### src/rtl/com_uart_pkg.sv
// Shared definitions for the com_uart TX/RX paths: baud codes, TX state
// encoding and the baud-code to divide-shift mapping.
package com_uart_pkg;

    localparam int BD4800_ENCODE  = 0;
    localparam int BD9600_ENCODE  = 1;
    localparam int BD19200_ENCODE = 2;
    localparam int BD38400_ENCODE = 3;

    typedef enum logic [2:0] {
        TX_IDLE   = 3'd0,
        TX_START  = 3'd1,
        TX_DATA   = 3'd2,
        TX_PARITY = 3'd3,
        TX_STOP   = 3'd4
    } tx_state_t;

    // Right-shift applied to the 4800-baud divider; unknown codes run at 38400.
    function automatic logic [1:0] baud_shift(
        input logic [1:0] sel,
        input logic [1:0] enc_4800,
        input logic [1:0] enc_9600,
        input logic [1:0] enc_19200,
        input logic [1:0] enc_38400
    );
        if (sel == enc_38400)      return 2'd3;
        else if (sel == enc_4800)  return 2'd0;
        else if (sel == enc_9600)  return 2'd1;
        else if (sel == enc_19200) return 2'd2;
        else                       return 2'd3;
    endfunction

endpackage

### src/rtl/com_uart_tx_baud_gen.sv
// Bit-period timer for the UART transmitter: one-cycle bit_tick every
// (bit_last + 1) clocks while enabled, cleared whenever disabled.
module com_uart_tx_baud_gen #(
    parameter int CW = 15
) (
    input  logic          clk,
    input  logic          rst_n,
    input  logic          enable,
    input  logic [CW-1:0] bit_last,
    output logic          bit_tick
);

    logic [CW-1:0] cnt;

    assign bit_tick = enable && (cnt == bit_last);

    always_ff @(posedge clk or negedge rst_n) begin
        if (!rst_n) begin
            cnt <= '0;
        end else if (!enable || bit_tick) begin
            cnt <= '0;
        end else begin
            cnt <= cnt + 1'b1;
        end
    end

endmodule

### src/rtl/com_uart_transmitter.sv
// UART transmitter: start bit, LSB-first data, optional even parity and
// 1 or 2 stop bits, with per-frame baud selection latched at accept.
module com_uart_transmitter #(
    parameter int CLK_DIV_BD4800 = 26042,
    parameter int BD4800_ENCODE  = com_uart_pkg::BD4800_ENCODE,
    parameter int BD9600_ENCODE  = com_uart_pkg::BD9600_ENCODE,
    parameter int BD19200_ENCODE = com_uart_pkg::BD19200_ENCODE,
    parameter int BD38400_ENCODE = com_uart_pkg::BD38400_ENCODE,
    parameter int DATA_WIDTH     = 8,
    parameter int PARITY_EN      = 0,
    parameter int STOP_BITS      = 1
) (
    input  logic                  clk,
    input  logic                  rst_n,
    input  logic [1:0]            baudrate_sel,
    input  logic [DATA_WIDTH-1:0] tx_data,
    input  logic                  tx_valid,
    output logic                  tx_ready,
    output logic                  tx_port,
    output logic                  tx_busy,
    output logic                  tx_done
);

    import com_uart_pkg::*;

    localparam int CW = $clog2(CLK_DIV_BD4800);
    localparam int IW = (DATA_WIDTH > 1) ? $clog2(DATA_WIDTH) : 1;
    localparam logic [IW-1:0] LAST_IDX = IW'(DATA_WIDTH - 1);
    localparam logic LAST_STOP = (STOP_BITS > 1);

    tx_state_t             state, state_next;
    logic [DATA_WIDTH-1:0] shift_q, shift_next;
    logic [IW-1:0]         idx_q, idx_next;
    logic                  stop_q, stop_next;
    logic                  parity_q, parity_next;
    logic [CW-1:0]         bit_last_q, bit_last_next, bit_last_sel;
    logic                  port_q, port_next;
    logic                  ready_q, ready_next;
    logic                  done_q, done_next;
    logic                  bit_tick;
    logic [1:0]            div_shift;

    assign div_shift = baud_shift(baudrate_sel, 2'(BD4800_ENCODE), 2'(BD9600_ENCODE),
                                  2'(BD19200_ENCODE), 2'(BD38400_ENCODE));
    assign bit_last_sel = CW'((CLK_DIV_BD4800 >> div_shift) - 1);

    assign tx_ready = ready_q;
    assign tx_port  = port_q;
    assign tx_done  = done_q;
    assign tx_busy  = (state != TX_IDLE);

    com_uart_tx_baud_gen #(.CW(CW)) u_baud_gen (
        .clk      (clk),
        .rst_n    (rst_n),
        .enable   (tx_busy),
        .bit_last (bit_last_q),
        .bit_tick (bit_tick)
    );

    always_comb begin
        state_next    = state;
        shift_next    = shift_q;
        idx_next      = idx_q;
        stop_next     = stop_q;
        parity_next   = parity_q;
        bit_last_next = bit_last_q;
        done_next     = 1'b0;

        case (state)
            TX_IDLE: begin
                if (tx_valid && ready_q) begin
                    state_next    = TX_START;
                    shift_next    = tx_data;
                    parity_next   = ^tx_data;
                    bit_last_next = bit_last_sel;
                    idx_next      = '0;
                    stop_next     = 1'b0;
                end
            end
            TX_START: begin
                if (bit_tick) state_next = TX_DATA;
            end
            TX_DATA: begin
                if (bit_tick) begin
                    if (idx_q == LAST_IDX) begin
                        state_next = (PARITY_EN != 0) ? TX_PARITY : TX_STOP;
                    end else begin
                        idx_next   = idx_q + 1'b1;
                        shift_next = shift_q >> 1;
                    end
                end
            end
            TX_PARITY: begin
                if (bit_tick) state_next = TX_STOP;
            end
            TX_STOP: begin
                if (bit_tick) begin
                    if (stop_q == LAST_STOP) begin
                        state_next = TX_IDLE;
                        done_next  = 1'b1;
                    end else begin
                        stop_next = 1'b1;
                    end
                end
            end
            default: state_next = TX_IDLE;
        endcase

        // Line level is registered from the next state so the pin never glitches.
        case (state_next)
            TX_START:  port_next = 1'b0;
            TX_DATA:   port_next = shift_next[0];
            TX_PARITY: port_next = parity_next;
            default:   port_next = 1'b1;
        endcase
        ready_next = (state_next == TX_IDLE);
    end

    always_ff @(posedge clk or negedge rst_n) begin
        if (!rst_n) begin
            state      <= TX_IDLE;
            shift_q    <= '0;
            idx_q      <= '0;
            stop_q     <= 1'b0;
            parity_q   <= 1'b0;
            bit_last_q <= '0;
            port_q     <= 1'b1;
            ready_q    <= 1'b1;
            done_q     <= 1'b0;
        end else begin
            state      <= state_next;
            shift_q    <= shift_next;
            idx_q      <= idx_next;
            stop_q     <= stop_next;
            parity_q   <= parity_next;
            bit_last_q <= bit_last_next;
            port_q     <= port_next;
            ready_q    <= ready_next;
            done_q     <= done_next;
        end
    end

endmodule

### config.mk
export PLATFORM = sky130hd
export DESIGN_NAME = com_uart_transmitter
export DESIGN_NICKNAME = d
export VERILOG_FILES = /design/src/rtl/com_uart_pkg.sv /design/src/rtl/com_uart_tx_baud_gen.sv /design/src/rtl/com_uart_transmitter.sv
export SDC_FILE = /design/constraint.sdc
export NUM_CORES = 1
export LEC_CHECK = 0
export ABC_AREA = 1
export ABC_CLOCK_PERIOD_IN_PS = 2000
export BUFFER_PORTS_ARGS = -buffer_cell sky130_fd_sc_hd__buf_2
export CORE_ASPECT_RATIO = 1.1
export CORE_MARGIN = 10
export CORE_UTILIZATION = 57
export DETAILED_ROUTE_END_ITERATION = 12
export PLACE_DENSITY = 0.79
export SLEW_MARGIN = 5
export SYNTH_ARGS = -nofsm -noshare
export SYNTH_HDL_FRONTEND = slang
export SYNTH_SLANG_ARGS = --single-unit
### constraint.sdc
create_clock -name clk -period 2 [get_ports clk]
set_input_delay 0.3 -clock clk [delete_from_list [all_inputs] [get_ports clk]]
set_output_delay 0.3 -clock clk [all_outputs]
set_load 0.03 [all_outputs]
* Yosys cells after proc, flatten, opt, wreduce, memory -nomap -nowiden
Index checks and enable logic that the tools add are counted.
** Operators by class
- Add/sub/neg operators :: 3
- Shifts and indexed selects :: 1
- Mux-type cells :: 31
- Equality and inequality tests :: 16
- Reductions and logical operators :: 14
** Operator list (number)
- 3-bit two-way mux :: 10
- 8-bit two-way mux :: 3
- 8-bit one-hot mux with 2 select lines :: 1
- 15-bit by 1-bit adder with 15-bit output, second input constant :: 1
- 15-bit == test :: 1
- 15-bit two-way mux :: 1
- 3-bit one-hot mux with 5 select lines :: 1
- 15-bit by 2-bit right shift with 15-bit output, first input constant :: 1
- 15-bit by 2-bit subtractor with 15-bit output, second input constant :: 1
- 3-bit by 2-bit == test with 1-bit output, second input constant :: 4
- 1-bit two-way mux :: 9
- 8-bit parity :: 1
- 3-bit by 1-bit == test with 1-bit output, second input constant :: 2
- 3-bit == test, second input constant :: 2
- 3-bit zero test :: 2
- 2-bit two-way mux :: 3
- 3-bit one-hot mux with 2 select lines :: 1
- 2-bit == test, second input constant :: 2
- 2-bit by 1-bit != test with 1-bit output, second input constant :: 2
- 2-bit != test, second input constant :: 2
- 4-bit AND reduction :: 1
- 2-bit nonzero test :: 2
- 3-bit by 1-bit adder with 3-bit output, second input constant :: 1
- 1-bit one-hot mux with 3 select lines :: 1
- 9 further kinds :: 10
** Word-level totals
- Register bits after elaboration :: 49
- Input bits :: 13
- Word-level logic and storage cells :: 76
- Output and inout bits :: 4

* Longest topological paths before layout
Gate-level depths: netlist of run 1.
- Depth in word-level cells :: 7
- Depth in mapped cells :: 14
- Mapped depth without buffers :: 14

* By module
Synthesis of run 1 repeated with hierarchy kept, for this count alone.
** Unflattened totals
- Cells, all modules :: 356
- Area total of the unflattened synthesis :: 2638.8 um^2
** Modules (own cells, without submodules)
- com_uart_transmitter :: cells an instance 188, sequential area each 753.2 um^2, times used 1, area each 1582.8 um^2
- com_uart_tx_baud_gen :: cells an instance 168, sequential area each 375.4 um^2, times used 1, area each 1056.0 um^2

* Worst setup path after synthesis of run 1
Ideal clock, no wire load.
- Kind :: reg-to-reg
- Start point :: register u_baud_gen.cnt[0]
- End point :: register u_baud_gen.cnt[14]
- Stages on the path, launching flop included :: 13
- Required time :: 1.883 ns
- Setup slack :: 0.460 ns
- Path buffers :: 0
- Period minus slack after synthesis :: 1.540 ns
- Arrival time :: 1.423 ns
- Path through :: dfrtp_1 > ha_1 > nand2_1 > inv_2 > nand3_2 > nor2_2 > nand2_2 > nor2_4 > nand3_2 > nor2_2 > nand3_1 > nor2_1 > nor2_1
** On the way
- Longest elaborated chain between the ends :: 4
** Ends and longest elaborated chain
- start, declared :: line com_uart_tx_baud_gen.sv:13 : logic [CW-1:0] cnt;
- start signal, assigned :: line com_uart_tx_baud_gen.sv:23 : cnt <= cnt + 1'b1;
- parallel branches: the longest is 3 deep, another holds 15-bit by 1-bit adder with 15-bit output
- 15-bit two-way mux (*) :: line com_uart_tx_baud_gen.sv:20 : end else if (!enable || bit_tick) begin
Every way passes the cells marked *.
A chain may end at the register's enable or synchronous reset.

* Worst setup path after layout of run 1
- Start point :: register u_baud_gen.cnt[4]
- End point :: register u_baud_gen.cnt[11]
The elaborated chain is that of the path after synthesis.

==> results of run 1 <==
[synthesized netlist by cell type (all sizes together)]
cell,number
nand2,99
inv,44
dfrtp,43
nor2,40
nand3,25
o21ai,15
a21oi,11
ha,11
xnor2,6
xor2,4
buf,3
nor3,3
or2,3
a21boi,2
clkbuf,2
dfstp,2
nand4,2
o21a,2
a211oi,1
a22o,1
a31oi,1
and2,1
nand3b,1
nor4,1
o21bai,1
o22ai,1
o31ai,1
[worst max-delay path: cells and delay by family, from the launching register on]
family          cells  cell delay (ns)
simple gates        7             0.79
flops               1             0.44
buf+inv             2             0.27
compound gates      2             0.17
[metal layers]
metal | GRT usage, % | vias to the layer above | routed length (um)
li1 | - | 1067 | -
met1 | 16.5 | 978 | 2380
met2 | 24.7 | 53 | 2620
met3 | 3.25 | 13 | 225
met4 | 5.31 | 0 | 120
met5 | 0 | - | 0
[sequential cells by signal, indices dropped and copies added, names as in the netlist]
| signal | cells |
|---|---|
| parity_q | 1 |
| bit_last_q | 12 |
| idx_q | 3 |
| state | 3 |
| shift_q | 8 |
| tx_done | 1 |
| tx_ready | 1 |
| u_baud_gen.cnt | 15 |
| tx_port | 1 |
[cell families after synthesis]
| logic type | share of synthesized area, % |
|---|---|
| DFF | 43.7 |
| adders and majority gates | 5.33 |
| and+or+nand+nor | 31.6 |
| buffers and inverters | 7.51 |
| xor gates and xnor gates | 3.39 |
| AOI/OAI and AO/OA | 8.48 |
[worst min path at each step]
stage	to	slack (ns)	cells after the start
5_1_grt	shift_q[3]	0.26	3
3_5_place_dp	u_baud_gen.cnt[9]	0.32	1
2_1_floorplan	bit_last_q[10]	0.004	0
3_3_place_gp	u_baud_gen.cnt[14]	0.31	1
4_1_cts	shift_q[2]	0.25	3
6_report	shift_q[2]	0.25	3
[area by class of cell]
| type | instances | area (um2) |
|---|---|---|
| clock buffers | 6 | 72.6 |
| clock inverters | 2 | 10.0 |
| inverters | 44 | 165 |
| repair buffers | 21 | 133 |
| well taps | 54 | 67.6 |
| flip-flops and latches | 45 | 1130 |
| multi-input cells | 232 | 1260 |
| fillers | 380 | 1510 |
[what timing repair did]
action                                 in CTS  in global routing
gates resized for setup                     0                  1
setup endpoints to repair                   0                  3
endpoints found under the hold margin      13                  0
hold buffers                                1                  0
[through the flow]
stage	power (mW)	utilization (%)
6_report	2.66	65.3
3_3_place_gp	2.08	63.1
2_1_floorplan	1.89	-
3_5_place_dp	2.11	63.1
4_1_cts	2.68	65.2
5_1_grt	2.85	65.3
[report_power, final]
part	switching (mW)	leakage [nW]	total, mW	internal (mW)
Clock	0.315	0.0450	0.558	0.243
Combinational	0.514	0.838	0.810	0.295
Sequential	0.160	0.567	1.29	1.13
==> impl_metrics.yaml, run 1 <==
routing:
  drt-total-wl_um: 5350
  drt-initial-drc-count: 83
  wire_per_inst_um: 13.2
  vias_per_cell: 5.23
  drc: 0
  num_vias: 2111
  firstDrtPassIters: 5
  ant_nets: 0
power_and_ir_drop:
  leakagePower_nw: 1.45
  powerDensity_nw_per_um2: 937
  ir_worst_vdd_mv: 0.488
global_routing:
  antenna_found_initial: 0
  grt_max_degree: 25
  gr-total-overflow: 0
  grt_pass1_vias: 2087
  grt_use_total_pct: 14.3
  grt_pass1_wl_um: 9230
timing:
  rsz0062_at_grt: "false"
  finalSetupViolCount: 0
  skew_ns: 0.00781
  max_freq_mhz: 557
  fin_tns_setup_ns: 0
  slew_violations: 0
  worst_pin_slew_ns: 0.547
  holdWs_ns: 0.246
  relSlewSlack_pct: 63.5
  hold_viol_final: 0
  fin_ws_ns: 0.203
  period_minus_slack_ns: 1.80
  min_period_over_period_pct: 89.8
setup_path:
  path_max_fanout: 9
  critPathKind: "reg -> reg"
  cpPeakStageDelay_ns: 0.44
  r2r_slack_ns: 0.20
  crit_path_top_delay_cell: "dfrtp_1"
  crit_arrival_ns: 1.98
  endpoint_kind: "register"
  r2r-start: "u_baud_gen.cnt[4]"
  worst_path_most_repeated_cell: "nand2_1"
  reg2reg_to: "u_baud_gen.cnt[11]"
  worst_r2r_path_depth: 11
  cp-endpoint: "u_baud_gen.cnt[11]"
  cp-start-kind: "register"
  required_ns: 2.19
  crit_path_start: "u_baud_gen.cnt[4]"
  crit_path_cell_trace: "inv_2 -> nand2_1 -> nand2_1 -> nor2_1 -> nand2_1 -> nor2_4 -> nand2_4 -> nand2_2 -> inv_1 -> o31ai_1 -> a21oi_1"
clock_network:
  clk_latency_ns: 0.30
  path_clk_slew_ns: 0.09
  cts_made_buffers: 5
  h-tree-depth: 2
  cts_root_buf: "clkbuf_8"
  cts_tree: "done"
  clock_path_buffers: 2
  postCtsSetupBuffers: 0
  cts.sinks: 45
synth:
  synth.area.top_cells: "dfrtp_1 42%, nand2_1 14%, ha_1 5.3%, inv_1 5.2%, nor2_1 4.7%"
  yosys_warnings: 0
  ys_seq_area_share_pct: 43.7
  syn_inst: 326
  synth_top_area_cell: "dfrtp_1"
  synth.distinct_cells: 36
  synth_top_area_share_pct: 41.7
  synth_seq_cells: 45
  syn_area_per_cell_um2: 7.92
  synth_fp_nets: 350
  syn-cell-area_um2: 2580
job:
  cap_violations: 0
layout:
  syn_to_final_growth_pct: 9.88
  final_common_cell: "nand2_1"
  stdcell_count: 404
  finalInstanceArea_um2: 2840
  nets: 373
  diodes: 0
  drive_gt1_share_pct: 17.7
  final_cell_mix: "93 x nand2_1, 42 x dfrtp_1, 36 x inv_1, 32 x nor2_1, 23 x nand3_1"
floorplanning:
  ios: 17
  rows: 25
  initial_core_util_pct: 59.4
  dieArea_um2: 7630
  coreArea_um2: 4350
  die_y_um: 90.6
  die_width_um: 84.2
min_path:
  hold_class: "in -> reg"
  min_from: "tx_data[2]"
placement:
  place_area_um2: 2740
  dp_hpwl_um: 4070
  placed_cells: 395
  place.gp.congestion: 0.964
  pre_cts_ws_ns: 0.211
  port_buffers: 16
outcome:
  status: "complete, no violations"
Power figures use the tool's default switching activity.
==> run 2: changes to the inputs <==
- CELL_PAD_IN_SITES_DETAIL_PLACEMENT: default -> 0
- CELL_PAD_IN_SITES_GLOBAL_PLACEMENT: default -> 1
- CORE_ASPECT_RATIO: 1.1 -> default
- CORE_UTILIZATION: 57 -> 45
- PLACE_DENSITY: 0.79 -> 0.82
==> run 2 against run 1 <==
  * Critical path depth fell by 4
  * Die area up 20%
  * Largest cell class unchanged
  * Setup slack gained 0.023 ns
  * Utilization down 14 points
  * Sequential share of layout area decreased by 0.31 points
  * Count of clock-buffer cells in the layout is 2 higher
  * Largest power group unchanged
==> impl_metrics.yaml, run 2 (same netlist as run 1, synthesis figures left out) <==
global_routing:
  grt_pass1_vias: 2091
  grt_use_total_pct: 12.9
  grt_pass1_wl_um: 9490
  gr-total-overflow: 0
  grt_max_degree: 26
  antenna_found_initial: 0
timing:
  slew_violations: 0
  worst_pin_slew_ns: 0.526
  finalSetupViolCount: 0
  period_minus_slack_ns: 1.77
  relSlewSlack_pct: 64.9
  fin_tns_setup_ns: 0
  rsz0062_at_grt: "false"
  skew_ns: 0.00896
  max_freq_mhz: 564
  hold_viol_final: 0
  min_period_over_period_pct: 88.7
min_path:
  worst_hold_path.num_cells: 3
  min_from: "tx_data[5]"
  hold_class: "in -> reg"
  hold_end: "shift_q[5]"
layout:
  reg_top3: "u_baud_gen.cnt x15, bit_last_q x12, shift_q x8"
  nets: 373
  final_common_cell: "nand2_1"
  top_register: "u_baud_gen.cnt"
  syn_to_final_growth_pct: 10.6
  finalInstanceArea_um2: 2860
  drive_gt1_share_pct: 16.9
  diodes: 0
  final_cell_mix: "93 x nand2_1, 43 x dfrtp_1, 36 x inv_1, 32 x nor2_1, 23 x nand3_1"
  largest_register_ffs: 15
clock_network:
  postCtsSetupBuffers: 0
  cts_made_buffers: 5
  path_clk_slew_ns: 0.08
  h-tree-depth: 2
  cts.sinks: 45
  cts_tree: "done"
  clock_path_buffers: 2
  clk_latency_ns: 0.29
  cts_root_buf: "clkbuf_8"
floorplanning:
  initial_core_util_pct: 46.6
  rows: 27
  dieArea_um2: 9170
  coreArea_um2: 5540
  ios: 17
  die_y_um: 95.8
  die_width_um: 95.8
setup_path:
  crit_path_top_delay_cell: "dfrtp_1"
  r2r-start: "u_baud_gen.cnt[2]"
  worst_r2r_path_depth: 7
  cpPeakStageDelay_ns: 0.43
  cp_num_buf_inv: 0
  crit_path_cell_trace: "nand3_1 -> nor4_4 -> nand3_1 -> nor2_2 -> nand3_1 -> xor2_1 -> nor2_2"
  cp-start-kind: "register"
  path_max_fanout: 5
  worst_path_most_repeated_cell: "nand3_1"
  endpoint_kind: "register"
  critPathKind: "reg -> reg"
  crit_arrival_ns: 1.96
  critPathTopFamily: "simple AND/OR/NAND/NOR gates"
  required_ns: 2.18
  r2r_slack_ns: 0.23
  reg2reg_to: "u_baud_gen.cnt[13]"
routing:
  drt-total-wl_um: 5340
  wire_per_inst_um: 12.7
  ant_nets: 0
  firstDrtPassIters: 4
  drt-initial-drc-count: 77
  num_vias: 2065
  vias_per_cell: 4.89
  drc: 0
placement:
  port_buffers: 16
  place_area_um2: 2770
  place.gp.congestion: 0.840
  dp_hpwl_um: 4150
power_and_ir_drop:
  ir_worst_vdd_mv: 0.384
  leakagePower_nw: 1.45
  powerDensity_nw_per_um2: 917
outcome:
  status: "complete, no violations"
job:
  cap_violations: 0
==> run 2: cell count changes in the layout (fill, tap and decap cells not counted), sizes merged <==
cell	change
clkbuf	+2
clkinv	-2
==> run 2: cell type report <==
cell class / count / area [um2]
Clock buffer: 8 / 80.1
Fill cell: 560 / 2680
Inverter: 44 / 165
Multi-Input combinational cell: 232 / 1260
Sequential cell: 45 / 1130
Tap cell: 72 / 90.1
Timing Repair Buffer: 21 / 133
==> run 2: power by group <==
| group | leakage [nW] | switching (mW) | internal [mW] | total (mW) |
|---|---|---|---|---|
| Combinational | 0.838 | 0.504 | 0.294 | 0.798 |
| Clock | 0.0395 | 0.291 | 0.249 | 0.540 |
| Sequential | 0.569 | 0.151 | 1.13 | 1.28 |
==> run 2: tightest hold or removal path: stages <==
cell	delay, ns
buf_2	0.10
nand2_1	0.05
nand3_1	0.07
==> run 2: metrics by stage <==
stage               util (%)  power (mW)  worst slack (ns)  hold slack [ns]  cells
CTS                     51.6        2.65             0.226            0.250    422
detailed placement      49.9        2.10             0.240            0.302    413
finish                  51.6        2.62             0.226            0.259    422
global placement        49.9        2.09             0.240            0.300    413
global route            51.6        2.86            0.0230            0.272    422
floorplan                  -        1.89             0.460          0.00441    326
==> run 2: how the worst max path moves through the flow <==
stage	start	endpoint	slack, ns	depth (start not counted)
3_3_place_gp	u_baud_gen.cnt[2]	u_baud_gen.cnt[13]	0.24	7
6_report	u_baud_gen.cnt[2]	u_baud_gen.cnt[13]	0.23	7
4_1_cts	u_baud_gen.cnt[3]	u_baud_gen.cnt[3]	0.23	11
5_1_grt	u_baud_gen.cnt[0]	u_baud_gen.cnt[14]	0.02	13
3_5_place_dp	u_baud_gen.cnt[3]	u_baud_gen.cnt[11]	0.24	11
2_1_floorplan	u_baud_gen.cnt[0]	u_baud_gen.cnt[14]	0.46	12
==> run 2: repair_timing <==
| action | in CTS | in global routing |
|---|---|---|
| hold buffers | 1 | 0 |
| gates resized for setup | 0 | 0 |
| endpoints found under the hold margin | 20 | 0 |
==> run 2: metal layers <==
| metal | up-vias | GRT usage, % | wire length [um] |
|---|---|---|---|
| met5 | - | 0 | 0 |
| met4 | 0 | 5.28 | 104 |
| met3 | 10 | 2.41 | 174 |
| met2 | 38 | 22.0 | 2550 |
| met1 | 949 | 15.7 | 2510 |
| li1 | 1068 | - | - |
